===== src/rtl/pll_reconfig_seq.sv =====
`default_nettype none
// ============================================================================
// Module   : pll_reconfig_seq
// Purpose  : Retunes one PLL output counter via the pll_reconfig Avalon-MM
//            port, then waits for a stable lock. Optional lock timeout is
//            enabled by defining PLL_SEQ_LOCK_TIMEOUT_EN.
// Revision : 1.0 - initial release
// ============================================================================
module pll_reconfig_seq #(
   parameter int unsigned C_SEL       = 5,
   parameter int unsigned DIV0        = 447,
   parameter int unsigned DIV1        = 224,
   parameter int unsigned DIV2        = 112,
   parameter int unsigned DIV3        = 56,
   parameter int unsigned INIT_SEL    = 0,
   parameter int unsigned LOCK_STABLE = 16,
   parameter int unsigned TIMEOUT     = 65535
) (
   input  logic        refclk,
   input  logic        rst_n,
   input  logic        req,
   input  logic [1:0]  req_sel,
   output logic        busy,
   output logic        done,
   output logic        err,
   output logic [1:0]  cur_sel,
   output logic [5:0]  mgmt_address,
   output logic        mgmt_write,
   output logic        mgmt_read,
   output logic [31:0] mgmt_writedata,
   input  logic [31:0] mgmt_readdata,
   input  logic        mgmt_waitrequest,
   input  logic        pll_locked
);

   localparam logic [5:0]  c_addr_mode   = 6'd0;
   localparam logic [5:0]  c_addr_status = 6'd1;
   localparam logic [5:0]  c_addr_start  = 6'd2;
   localparam logic [5:0]  c_addr_c      = 6'd5;
   localparam logic [4:0]  c_c_sel       = 5'(C_SEL);
   localparam logic [15:0] c_stable_last = 16'(LOCK_STABLE - 1);

   typedef enum logic [2:0] {
      S_IDLE      = 3'd0,
      S_WR_MODE   = 3'd1,
      S_WR_C      = 3'd2,
      S_WR_START  = 3'd3,
      S_STATUS_RD = 3'd4,
      S_WAIT_LOCK = 3'd5
   } state_t;

   state_t      r_state, w_state_nxt;
   logic [1:0]  r_sel;
   logic [1:0]  r_cur_sel;
   logic        r_done;
   logic [15:0] r_stable;
   logic        w_accept, w_same, w_finish, w_abort;
   logic [8:0]  w_div;
   logic [7:0]  w_hi, w_lo;
   logic        w_unused_rd;

   assign w_unused_rd = ^mgmt_readdata[31:1];

   always_comb begin
      case (r_sel)
         2'd0:    w_div = 9'(DIV0);
         2'd1:    w_div = 9'(DIV1);
         2'd2:    w_div = 9'(DIV2);
         default: w_div = 9'(DIV3);
      endcase
   end

   // hi gets the extra VCO cycle when the divisor is odd
   assign w_lo = w_div[8:1];
   assign w_hi = w_div[8:1] + {7'd0, w_div[0]};

`ifdef PLL_SEQ_LOCK_TIMEOUT_EN
   localparam logic [15:0] c_to_last = 16'(TIMEOUT - 1);
   logic [15:0] r_to;
   logic        r_err;
   logic        w_timeout;

   assign w_timeout = ((r_state == S_STATUS_RD) || (r_state == S_WAIT_LOCK))
                      && (r_to == c_to_last);
   assign err = r_err;

   always_ff @(posedge refclk) begin
      if (!rst_n) begin
         r_to  <= 16'd0;
         r_err <= 1'b0;
      end else begin
         // zero throughout the write phase, so it starts at 0 in STATUS_RD
         if ((r_state == S_STATUS_RD) || (r_state == S_WAIT_LOCK))
            r_to <= r_to + 16'd1;
         else
            r_to <= 16'd0;
         if (w_accept)
            r_err <= 1'b0;
         else if (w_abort)
            r_err <= 1'b1;
      end
   end
`else
   logic [15:0] w_unused_to;
   assign w_unused_to = 16'(TIMEOUT);
   assign err = 1'b0;
`endif

   always_comb begin
      w_state_nxt    = r_state;
      w_accept       = 1'b0;
      w_same         = 1'b0;
      w_finish       = 1'b0;
      w_abort        = 1'b0;
      mgmt_write     = 1'b0;
      mgmt_read      = 1'b0;
      mgmt_address   = 6'd0;
      mgmt_writedata = 32'd0;
      case (r_state)
         S_IDLE: begin
            if (req) begin
               if (req_sel != r_cur_sel) begin
                  w_accept    = 1'b1;
                  w_state_nxt = S_WR_MODE;
               end else begin
                  w_same = 1'b1;
               end
            end
         end
         S_WR_MODE: begin
            mgmt_write   = 1'b1;
            mgmt_address = c_addr_mode;
            if (!mgmt_waitrequest) w_state_nxt = S_WR_C;
         end
         S_WR_C: begin
            mgmt_write     = 1'b1;
            mgmt_address   = c_addr_c;
            mgmt_writedata = {9'd0, c_c_sel, w_div[0], 1'b0, w_hi, w_lo};
            if (!mgmt_waitrequest) w_state_nxt = S_WR_START;
         end
         S_WR_START: begin
            mgmt_write   = 1'b1;
            mgmt_address = c_addr_start;
            if (!mgmt_waitrequest) w_state_nxt = S_STATUS_RD;
         end
         S_STATUS_RD: begin
            mgmt_read    = 1'b1;
            mgmt_address = c_addr_status;
            if (!mgmt_waitrequest && mgmt_readdata[0]) w_state_nxt = S_WAIT_LOCK;
         end
         S_WAIT_LOCK: begin
            if (pll_locked && (r_stable == c_stable_last)) begin
               w_finish    = 1'b1;
               w_state_nxt = S_IDLE;
            end
         end
         default: w_state_nxt = S_IDLE;
      endcase
`ifdef PLL_SEQ_LOCK_TIMEOUT_EN
      if (w_timeout) begin
         w_finish    = 1'b0;
         w_abort     = 1'b1;
         w_state_nxt = S_IDLE;
      end
`endif
   end

   always_ff @(posedge refclk) begin
      if (!rst_n) begin
         r_state   <= S_IDLE;
         r_sel     <= 2'(INIT_SEL);
         r_cur_sel <= 2'(INIT_SEL);
         r_done    <= 1'b0;
         r_stable  <= 16'd0;
      end else begin
         r_state <= w_state_nxt;
         r_done  <= w_finish | w_same | w_abort;
         if (w_accept) r_sel <= req_sel;
         if (w_finish) r_cur_sel <= r_sel;
         if ((r_state == S_WAIT_LOCK) && pll_locked)
            r_stable <= r_stable + 16'd1;
         else
            r_stable <= 16'd0;
      end
   end

   assign busy    = (r_state != S_IDLE);
   assign done    = r_done;
   assign cur_sel = r_cur_sel;

endmodule
`default_nettype wire


===== config.mk =====
export PLATFORM = sky130hd
export DESIGN_NAME = pll_reconfig_seq
export DESIGN_NICKNAME = d
export VERILOG_FILES = /design/src/rtl/pll_reconfig_seq.sv
export SDC_FILE = /design/constraint.sdc
export NUM_CORES = 1
export LEC_CHECK = 0
export BUFFER_PORTS_ARGS = -buffer_cell sky130_fd_sc_hd__buf_2
export CAP_MARGIN = 20
export CORE_MARGIN = 1
export CORE_UTILIZATION = 37
export CTS_CLUSTER_DIAMETER = 60
export DETAILED_ROUTE_END_ITERATION = 8
export HOLD_SLACK_MARGIN = 0.06
export PLACE_DENSITY_LB_ADDON = 0.2
export SLEW_MARGIN = 10
export SYNTH_ARGS = -nofsm -noshare
export SYNTH_HDL_FRONTEND = slang
export SYNTH_SLANG_ARGS = --single-unit

===== constraint.sdc =====
create_clock -name refclk -period 2.5 [get_ports refclk]
set_clock_uncertainty 0.15 [all_clocks]
set_input_delay 0.125 -clock refclk [delete_from_list [all_inputs] [get_ports refclk]]
set_output_delay 0.125 -clock refclk [all_outputs]
set_load 0.02 [all_outputs]

== Word level (Yosys, flattened, before mapping) ==
Index checks and enable logic that the tools add are counted.
Word-level totals
  memory bits (read-only): 0
  bits in registers: 24
  output and inout port bits: 45
  latch bits: 0
  memory bits (writable): 0
  bits of input ports: 39
  memories kept: 0
  logic and storage cells: 55
Operators by class
  $lt $le $gt $ge: 0
  shift operators: 0
  $mul: 0
  add/sub/neg operators: 2
  reduce and logical (&&, ||, !) cells: 10
  divide/modulo/power cells: 0
  bitwise gates (word level): 1
  mux-type cells: 21
  eq/ne operators: 16
Operator list (number)
  9-bit one-hot mux with 3 select lines: 1
  21-bit 2-to-1 mux: 1
  3-bit 2-to-1 mux: 7
  3-bit one-hot mux with 6 select lines: 1
  16-bit by 1-bit adder with 16-bit output (second input constant): 1
  16-bit by 4-bit == test with 1-bit output (second input constant): 1
  2-bit inequality test (second input constant): 7
  1-bit 2-to-1 mux: 10
  3-bit one-hot mux with 3 select lines: 1
  8-bit by 1-bit adder with 8-bit output: 1
  7-bit AND reduction: 1
  3-bit by 2-bit == test with 1-bit output (second input constant): 2
  3-bit == test (second input constant): 2
  3-bit by 1-bit == test with 1-bit output (second input constant): 1
  1-bit logical AND: 3
  3-bit zero test: 1
  3-bit nonzero test: 1
  3-bit OR reduction: 1
  2-bit by 1-bit == test with 1-bit output (second input constant): 1
  2-bit == test (second input constant): 1
  2-bit zero test: 1
  2-bit inequality test: 1
  2-bit AND reduction: 1
  1-bit zero test: 1
  1-bit bitwise OR: 1

== Longest topological paths before layout ==
Gate-level depths: netlist (run 1).
  word-level depth: 5
  gate-level depth with buffers: 6
  gate-level depth less buffers: 5

== Worst setup path before layout (run 1) ==
OpenSTA, ideal clock, no wires.
  kind: reg-to-output
  start: register r_state[2]
  end: output port mgmt_writedata[17]
  stages on the path, launching flop included: 7
  buffers on the path: 3
  arrival time: 1.739 ns
  slack: 0.486 ns
  data required time: 2.225 ns
  cells stage by stage: dfxtp_1 clkbuf_1 or3_1 buf_2 inv_1 and2_1 buf_4
On the way
  longest elaborated chain between the ends: 2
RTL lines
  start: declaration: line 52  | state_t r_state, w_state_nxt;
  start signal: assignment: line 176  | r_state <= w_state_nxt;
  3-bit by 2-bit == test with 1-bit output: line 119  | case (r_state)
  21-bit 2-to-1 mux: line 119
  end: declaration: line 30  | output logic [31:0] mgmt_writedata,
Every way passes these cells.

== Worst setup path after layout (run 1) ==
  start: register r_state[2]
  end: register r_sel[1]
On the way
  longest elaborated chain between the ends: 2
RTL lines
  3-bit zero test: line 119
  1-bit 2-to-1 mux: line 119
  end signal: assignment: line 171  | r_sel <= 2'(INIT_SEL);
  end signal: assignment: line 178  | if (w_accept) r_sel <= req_sel;
  end: declaration: line 53  | logic [1:0] r_sel;
Every way passes these cells.
A chain may end at the register's enable or synchronous reset.

==> results.py, run 1 <==
metrics = {
    "global_route": {
        "antenna_found_initial": 0,
        "grt_pass1_vias": 1019,
        "grt_max_degree": 15,
        "use_met2_pct": 22.19,
        "grt_first_pass_wirelength_um": 4422,
        "grt_use_total_pct": 13.24,
        "grt-busiest-layer": "met2",
        "grt_util_met3_pct": 2.069,
        "overflow": 0,
        "met1_usage_pct": 16.34,
    },
    "logic_synthesis": {
        "yosys.area.top_type": "dfxtp_1",
        "synth_top_family_by_area": "simple AND/OR/NAND/NOR gates",
        "synth_xor_area_share_pct": 6.885,
        "ys_async_sr_fraction_pct": 0,
        "yosysSeqAreaShare_pct": 31.48,
        "synth.area.top_cells": "dfxtp_1 31%, buf_4 12%, nor2_1 6.1%",
        "synth-edff-count": 0,
        "muxShareOfSynthArea_pct": 1.311,
        "syn_area_um2": 1526,
        "synth-seq-cells": 24,
        "syn_area_per_cell_um2": 8.207,
        "yosysMostFrequentCell": "nor2_1",
        "synth.top_cell.area_share_pct": 31.48,
        "syn_inst": 186,
        "synth_common_cells": "25 x nor2_1, 24 x buf_4, 24 x dfxtp_1",
        "ys.flop_type": "dfxtp_1",
        "synth-compound-area-share_pct": 10.33,
        "yosysUniqueCellTypes": 40,
        "synth-simple-area-share_pct": 29.10,
        "yosys_warnings": 0,
        "synth_fa_ha_area_share_pct": 5.738,
    },
    "timing": {
        "fin_tns_setup_ns": 0,
        "slew_violations": 0,
        "rsz0062_at_grt": "no",
        "min_period_ns": 2.359,
        "final-setup-viol-count": 0,
        "min_period_over_period_pct": 94.38,
        "hold_viol_final": 0,
        "max_freq_mhz": 423.8,
    },
    "cells_and_area": {
        "fin_nets": 265,
        "area_growth_pct": 13.36,
        "stdcell_area_um2": 1730,
        "fill_cells": 396,
        "antenna_cells": 0,
        "layout-drive-gt1-share_pct": 20.18,
    },
    "worst_setup_path": {
        "max_stage_delay_ns": 0.58,
        "critical_path_class": "reg2reg",
        "cp.arrival_ns": 2.37,
        "r2r-start": "r_state[2]",
        "regToRegSetupSlack_ns": 0.14,
        "r2r_end": "r_sel[1]",
        "critPathLaunchType": "flip-flop",
        "cp_max_fo": 12,
        "crit_required_ns": 2.51,
        "cp_top_family": "simple AND/OR/NAND/NOR gates",
        "endpoint_kind": "flip-flop",
        "worst-path-buf-inv": 1,
        "worstPathCellList": "or4b_4 > a21oi_2 > mux2i_1 > nor2b_1 > dlygate4sd3_1",
        "r2r_cells": 5,
        "crit_path_top_delay_cell": "or4b_4",
    },
    "min_path": {
        "min-delay-start": "pll_locked",
        "min_path_cells": 4,
        "hold_end": "r_stable[10]",
        "hold_path.class": "in2reg",
    },
    "cts": {
        "clk_pin_slew_ns": 0.09,
        "clock_latency_ns": 0.27,
        "post_cts_buffers": 0,
        "cts_resized": 0,
        "htreeDepth": 1,
        "cts_sinks": 24,
        "cts_tree": "built",
        "cts_root_buf": "clkbuf_8",
        "clockBufferDepth": 2,
        "cts_inserted_buffers": 3,
        "cts_hold_buffers": 5,
    },
    "floorplan": {
        "die-area_um2": 4386,
        "die_y_um": 66.23,
        "row_count": 22,
        "ios": 84,
        "core_region_area_um2": 3799,
        "start_util_pct": 40.18,
        "die_w_um": 66.23,
    },
    "run_status": {
        "status": "completed",
    },
    "drt": {
        "detail-route-antenna-nets": 0,
        "drt_iter0_drc": 67,
        "wl_per_cell_um": 10.44,
        "drc_errors": 0,
        "wl_um": 2778,
        "vias_per_cell": 4.624,
        "first_pass_iters": 4,
        "via_count": 1230,
    },
    "placement": {
        "dp_hpwl_um": 2079,
        "port_buffers": 33,
        "place_area_um2": 1625,
        "gp_congestion": 0.7581,
    },
    "power": {
        "power.density_nw_per_um2": 730.6,
        "leakage_nw": 0.8110,
        "peakVddDrop_mv": 0.1908,
    },
    "flow_run": {
        "max_cap_viol_count": 0,
    },
}
-- routing by layer --
| layer | routed length (µm) | vias to the layer above | part of all wire, % |
|---|---|---|---|
| li1 | - | 656 | - |
| met5 | 0 | - | 0 |
| met2 | 1239 | 31 | 45 |
| met3 | 102 | 4 | 3.7 |
| met4 | 40 | 0 | 1.4 |
| met1 | 1396 | 539 | 50 |
-- sequential cells by signal (all words and copies together), names as in the netlist --
name / flops
r_stable: 16
r_state: 3
r_sel: 2
done: 1
cur_sel: 2
-- worst max-delay path by stage --
stage                         end  cells past startpoint        from  slack [ns]
2_1_floorplan  mgmt_writedata[17]                      6  r_state[2]        0.49
3_3_place_gp    mgmt_writedata[1]                      5  r_state[1]        0.60
3_5_place_dp    mgmt_writedata[0]                      5  r_state[1]        0.59
4_1_cts                  r_sel[0]                      5  r_state[2]        0.15
5_1_grt                  r_sel[1]                      5  r_state[2]       0.001
6_report                 r_sel[1]                      5  r_state[2]        0.14
-- worst min-delay path, stage by stage --
cell and delay [ns]:
buf_2 0.11, nand3_1 0.08, or4_1 0.11, nand2_1 0.04
-- kinds of logic (layout without fill, tap and decap cells) --
kind of cell	count (synthesis)	in the layout
compound gates	24	24
xor+xnor	12	12
fa+ha+maj	7	7
buf+inv	36	50
flops	24	24
mux	2	2
other cells	1	19
simple gates	80	80
-- final cells by class --
type                            count  area, µm²  share of cell area, %
Multi-Input combinational cell    144      885.9                  51.19
Sequential cell                    24      480.5                  27.77
Timing Repair Buffer               39      222.7                  12.87
Tap cell                           48      60.06                  3.471
Clock buffer                        4      55.05                  3.181
Inverter                            7      26.28                  1.518
-- stage by stage --
stage / power [mW] / utilization, % / setup slack, ns / cells / hold slack [ns]
finish: 1.264 / 45.55 / 0.1406 / 266 / 0.08354
global route: 1.358 / 45.55 / 0.001398 / 266 / 0.1209
CTS: 1.276 / 45.55 / 0.1494 / 266 / 0.08829
detailed placement: 1.000 / 42.79 / 0.5942 / 257 / 0.2802
global placement: 1.002 / 42.79 / 0.5981 / 257 / 0.2668
floorplan: 0.9138 / - / 0.4859 / 204 / 0.1445
-- cell usage in the layout, fill, tap and decap left out, drive strengths merged, types with 6 or more instances in the layout --
cell and instances:
conb 19, a21oi 6, xor2 8, inv 7, and2 6, buf 34, nor2 25, dfxtp 24
nand2 9, or3 7, ha 7, nand3 7
-- report_power, final --
part	switching, mW	internal, mW
registers	0.0406	0.405
logic	0.354	0.197
clock network	0.127	0.141
total	0.522	0.743
Note: power is estimated with default switching activity, not from simulation.
==> run 2, diff against run 1 <==
Settings changed: CORE_UTILIZATION 37 to 31.
==> run 2 against run 1 <==
Worst hold slack improved by 0.051 ns. First-iteration DRC count fell by 6.0%. Sequential share of layout area fell by 0.49 points. Register-to-register slack improved by 0.05 ns. Final area rose by 1.8%. Maximum frequency rose by 2.0%. Critical path depth did not move. Global-route usage fell by 1.6 points. Clock power fell by 3%. Critical path type unchanged. Largest cell class unchanged. Largest power group unchanged.
==> results.py, run 2 (synthesized netlist as in run 1, its figures left out) <==
metrics = {
    "cts": {
        "cts_sinks": 24,
        "htreeDepth": 1,
        "clk_pin_slew_ns": 0.08,
        "clock_latency_ns": 0.27,
        "cts_inserted_buffers": 3,
        "cts_root_buf": "clkbuf_8",
        "clockBufferDepth": 2,
        "cts_tree": "built",
        "post_cts_buffers": 0,
    },
    "min_path": {
        "hold_path.class": "in2reg",
    },
    "timing": {
        "max_freq_mhz": 432.3,
        "fin_tns_setup_ns": 0,
        "slew_violations": 0,
        "hold_viol_final": 0,
        "setup_ws_ns": 0.1868,
        "fin_hold_ws_ns": 0.1348,
        "final-setup-viol-count": 0,
        "min_period_over_period_pct": 92.53,
        "relSlewSlack_pct": 66.01,
        "tightestPinTransition_ns": 0.5053,
        "min_period_ns": 2.313,
        "rsz0062_at_grt": "no",
    },
    "worst_setup_path": {
        "critPathLaunchType": "flip-flop",
        "worstPathCellList": "or4b_4 > a21oi_4 > mux2i_1 > nor2b_1 > dlygate4sd3_1",
        "endpoint_kind": "flip-flop",
        "crit_required_ns": 2.51,
        "cp_max_fo": 12,
        "crit_path_top_delay_cell": "or4b_4",
        "critical_path_class": "reg2reg",
        "max_stage_delay_ns": 0.60,
        "cp.arrival_ns": 2.33,
    },
    "drt": {
        "wl_um": 2939,
        "drc_errors": 0,
        "first_pass_iters": 4,
        "wl_per_cell_um": 10.31,
        "drt_iter0_drc": 63,
        "detail-route-antenna-nets": 0,
        "via_count": 1241,
        "vias_per_cell": 4.354,
    },
    "cells_and_area": {
        "regArea_um2": 480.5,
        "layout-drive-gt1-share_pct": 20.18,
        "final_common_cell": "buf_2",
        "top_register": "r_stable",
        "fill_cells": 487,
        "reg.largest.list": "r_stable: 16 flops, r_state: 3 flops",
        "final_cell_mix": "33 x buf_2, 25 x nor2_1, 24 x dfxtp_1",
        "multi_input_area_um2": 893.4,
        "largest_register_ffs": 16,
        "antenna_cells": 0,
        "fin_nets": 265,
        "area_growth_pct": 15.41,
    },
    "placement": {
        "pre_cts_slack_ns": 0.5784,
        "port_buffers": 33,
        "gp_congestion": 0.7305,
        "dp_hpwl_um": 2170,
    },
    "power": {
        "p_int_uw": 745.2,
        "peakVddDrop_mv": 0.4286,
        "power_mw": 1.275,
        "p_sw_uw": 530.0,
        "sequentialPowerShare_pct": 34.9,
        "pwr-share-clk_pct": 20.5,
        "power.density_nw_per_um2": 723.9,
        "p_comb_share_pct": 44.6,
        "leakage_nw": 0.8123,
        "p_sw_share_pct": 41.56,
    },
    "floorplan": {
        "die_y_um": 72.17,
        "die_w_um": 72.17,
        "row_count": 25,
        "ios": 84,
        "start_util_pct": 32.32,
        "core_region_area_um2": 4723,
        "die-area_um2": 5209,
    },
    "global_route": {
        "grt_use_total_pct": 11.61,
        "grt_first_pass_wirelength_um": 4892,
        "overflow": 0,
        "grt_pass1_vias": 1074,
        "grt_max_degree": 16,
        "antenna_found_initial": 0,
    },
    "run_status": {
        "status": "completed",
    },
    "flow_run": {
        "max_cap_viol_count": 0,
    },
}
-- run 2: critical path, delay by kind of cell, from the launching register on --
kind / cells / cell delay (ns)
and+or+nand+nor: 2 / 0.66
buffers and inverters: 1 / 0.54
DFF: 1 / 0.41
AOI/OAI and AO/OA: 1 / 0.23
muxes: 1 / 0.22
-- run 2: repair_timing --
action / CTS / global route
resized for setup: 0 / 1
setup endpoints to repair: 0 / 2
hold buffers: 5 / 0
hold endpoints to repair: 8 / 0
-- run 2: routing by layer --
metal / GRT usage [%] / routed length (µm) / part of all wire, % / up-vias
met3: 3.194 / 165 / 5.6 / 2
met5: 0 / 0 / 0 / -
met1: 16.05 / 1518 / 52 / 542
met2: 18.17 / 1243 / 42 / 42
li1: - / - / - / 655
met4: 2.179 / 12 / 0.41 / 0
-- run 2: path summary, 6_finish.rpt --
path,start,cells past startpoint,endpoint,slack (ns)
max reg2reg,r_state[2],5,r_sel[1],0.19
max,r_state[2],5,r_sel[1],0.19
min reg2reg,r_stable[0],1,r_stable[0],0.34
min,pll_locked,3,r_stable[1],0.13
-- run 2: final cells by class --
class / count / share of cell area [%]
clock buffers: 4 / 3.125
inverters: 7 / 1.491
multi-input cells: 144 / 50.71
flip-flops and latches: 24 / 27.27
well taps: 67 / 4.759
repair buffers: 39 / 12.64
-- run 2: metrics by stage --
stage	util [%]	std cells	instance area [µm²]
after floorplan	-	204	1594
after global placement	34.91	276	1649
after detailed placement	34.91	276	1649
after CTS	37.14	285	1754
after global routing	37.30	285	1762
final	37.30	285	1762
-- run 2: power by group through the flow --
stage	logic (mW)	clock network, mW	registers [mW]
5_1_grt	0.629	0.289	0.453
6_report	0.568	0.261	0.446
3_5_place_dp	0.555	0	0.455
3_3_place_gp	0.554	0	0.454
4_1_cts	0.568	0.277	0.446
2_1_floorplan	0.471	0	0.442
==> run 3, diff against run 2 <==
Settings changed: CORE_UTILIZATION 31 to 48.
==> run 3 against run 2 <==
Power down 5.3%. Critical endpoint is now r_sel[0]. Global-route usage up 5.6 points. Sequential share of layout area up 0.76 points. Sequential power about the same. Largest cell class unchanged. Critical path depth unchanged. Routed wire length down 7.1%. Combinational power about the same. Setup slack worse by 0.0098 ns.
==> results.py, run 3 (synthesized netlist as in run 1, its figures left out) <==
metrics = {
    "cells_and_area": {
        "final_common_cell": "buf_2",
        "top_register": "r_stable",
        "largest_register_ffs": 16,
        "final_cell_mix": "33 x buf_2, 25 x nor2_1, 24 x dfxtp_1",
        "stdcell_area_um2": 1714,
        "fill_cells": 284,
        "antenna_cells": 0,
        "fin_nets": 265,
        "reg.largest.list": "r_stable: 16 flops, r_state: 3 flops",
        "area_growth_pct": 12.29,
        "layout-drive-gt1-share_pct": 20.18,
    },
    "worst_setup_path": {
        "crit_required_ns": 2.56,
        "cp_max_fo": 12,
        "worst-path-buf-inv": 1,
        "worstPathCellList": "or4b_4 > a21oi_4 > mux2i_1 > nor2b_1 > dlygate4sd3_1",
        "critPathLaunchType": "flip-flop",
        "crit_path_top_delay_cell": "or4b_4",
        "critical_path_class": "reg2reg",
        "endpoint_kind": "flip-flop",
        "cp.arrival_ns": 2.38,
        "cp_top_family": "simple AND/OR/NAND/NOR gates",
        "max_stage_delay_ns": 0.59,
    },
    "global_route": {
        "overflow": 0,
        "grt_use_total_pct": 17.16,
        "grt-busiest-layer": "met2",
        "grt_max_degree": 16,
        "met1_usage_pct": 20.41,
        "antenna_found_initial": 0,
        "grt_util_met3_pct": 1.978,
        "grt_pass1_vias": 1062,
        "use_met2_pct": 30.71,
        "grt_first_pass_wirelength_um": 4498,
    },
    "drt": {
        "wl_per_cell_um": 10.42,
        "vias_per_cell": 4.813,
        "wl_um": 2731,
        "detail-route-antenna-nets": 0,
        "drt_iter0_drc": 37,
        "drc_errors": 0,
        "via_count": 1261,
        "first_pass_iters": 5,
    },
    "timing": {
        "hold_viol_final": 0,
        "fin_tns_setup_ns": 0,
        "min_period_over_period_pct": 92.92,
        "final-setup-viol-count": 0,
        "fin_hold_ws_ns": 0.1080,
        "slew_violations": 0,
        "min_period_ns": 2.323,
        "max_freq_mhz": 430.5,
        "rsz0062_at_grt": "no",
        "setup_ws_ns": 0.1770,
    },
    "placement": {
        "place_area_um2": 1620,
        "dp_hpwl_um": 2108,
        "port_buffers": 33,
        "pre_cts_slack_ns": 0.6174,
        "gp_congestion": 0.8169,
    },
    "power": {
        "power.density_nw_per_um2": 704.7,
        "power_mw": 1.208,
        "p_sw_uw": 513.8,
        "sequentialPowerShare_pct": 36.8,
        "p_sw_share_pct": 42.54,
        "p_comb_share_pct": 46.9,
        "pwr-share-clk_pct": 16.4,
        "p_int_uw": 694.2,
        "peakVddDrop_mv": 0.2071,
        "leakage_nw": 0.8046,
    },
    "cts": {
        "cts_tree": "built",
        "cts_root_buf": "clkbuf_4",
        "cts_sinks": 24,
        "clock_latency_ns": 0.31,
        "clk_pin_slew_ns": 0.12,
        "htreeDepth": 1,
        "clockBufferDepth": 2,
        "cts_inserted_buffers": 3,
    },
    "floorplan": {
        "die-area_um2": 3409,
        "start_util_pct": 50.41,
        "ios": 84,
        "die_y_um": 58.39,
        "row_count": 20,
        "core_region_area_um2": 3028,
        "die_w_um": 58.39,
    },
    "flow_run": {
        "max_cap_viol_count": 0,
    },
    "min_path": {
        "hold_path.class": "in2reg",
    },
    "run_status": {
        "status": "completed",
    },
}
run 3: cell counts in the layout (fill, tap and decap cells not counted):
No cell type changed its count.
run 3: path summary, 6_finish.rpt:
path	start	endpoint	slack, ns	depth (start not counted)
min reg2reg	r_stable[0]	r_stable[0]	0.34	1
min	pll_locked	r_stable[1]	0.11	3
max reg2reg	r_state[2]	r_sel[0]	0.18	5
max	r_state[2]	r_sel[0]	0.18	5
run 3: worst register-to-register path, cell delays in order, from the launching register on:
cell	delay [ns]
dfxtp_1	0.42
or4b_4	0.60
a21oi_4	0.23
mux2i_1	0.22
nor2b_1	0.05
dlygate4sd3_1	0.55
run 3: repair_timing:
| action | in CTS | in global routing |
|---|---|---|
| resized for setup | 0 | 1 |
| hold buffers | 5 | 0 |
| buffers inserted | 0 | 0 |
| endpoints found under the hold margin | 8 | 0 |
| setup endpoints to repair | 0 | 1 |
run 3: per-stage QoR:
stage	instances	util (%)
3_5_place_dp	253	53.51
2_1_floorplan	204	-
4_1_cts	262	56.36
3_3_place_gp	253	53.51
5_1_grt	262	56.61
6_report	262	56.61
run 3: cell type report:
type / instances / area, µm² / area share (%)
multi-input cells: 144 / 893.4 / 52.12
flip-flops and latches: 24 / 480.5 / 28.03
repair buffers: 39 / 222.7 / 12.99
well taps: 44 / 55.05 / 3.212
clock buffers: 4 / 36.28 / 2.117
inverters: 7 / 26.28 / 1.533
run 3: per-layer routing:
metal | vias up | wire length, µm
met5 | - | 0
met4 | 0 | 47
met3 | 5 | 121
met2 | 37 | 1339
met1 | 564 | 1222
li1 | 655 | -
run 3: power by group through the flow:
| stage | clock, mW | sequential (mW) | combinational [mW] |
|---|---|---|---|
| CTS | 0.212 | 0.444 | 0.565 |
| global route | 0.223 | 0.450 | 0.620 |
| finish | 0.198 | 0.444 | 0.566 |
| detailed placement | 0 | 0.452 | 0.553 |
| floorplan | 0 | 0.442 | 0.471 |
| global placement | 0 | 0.451 | 0.546 |
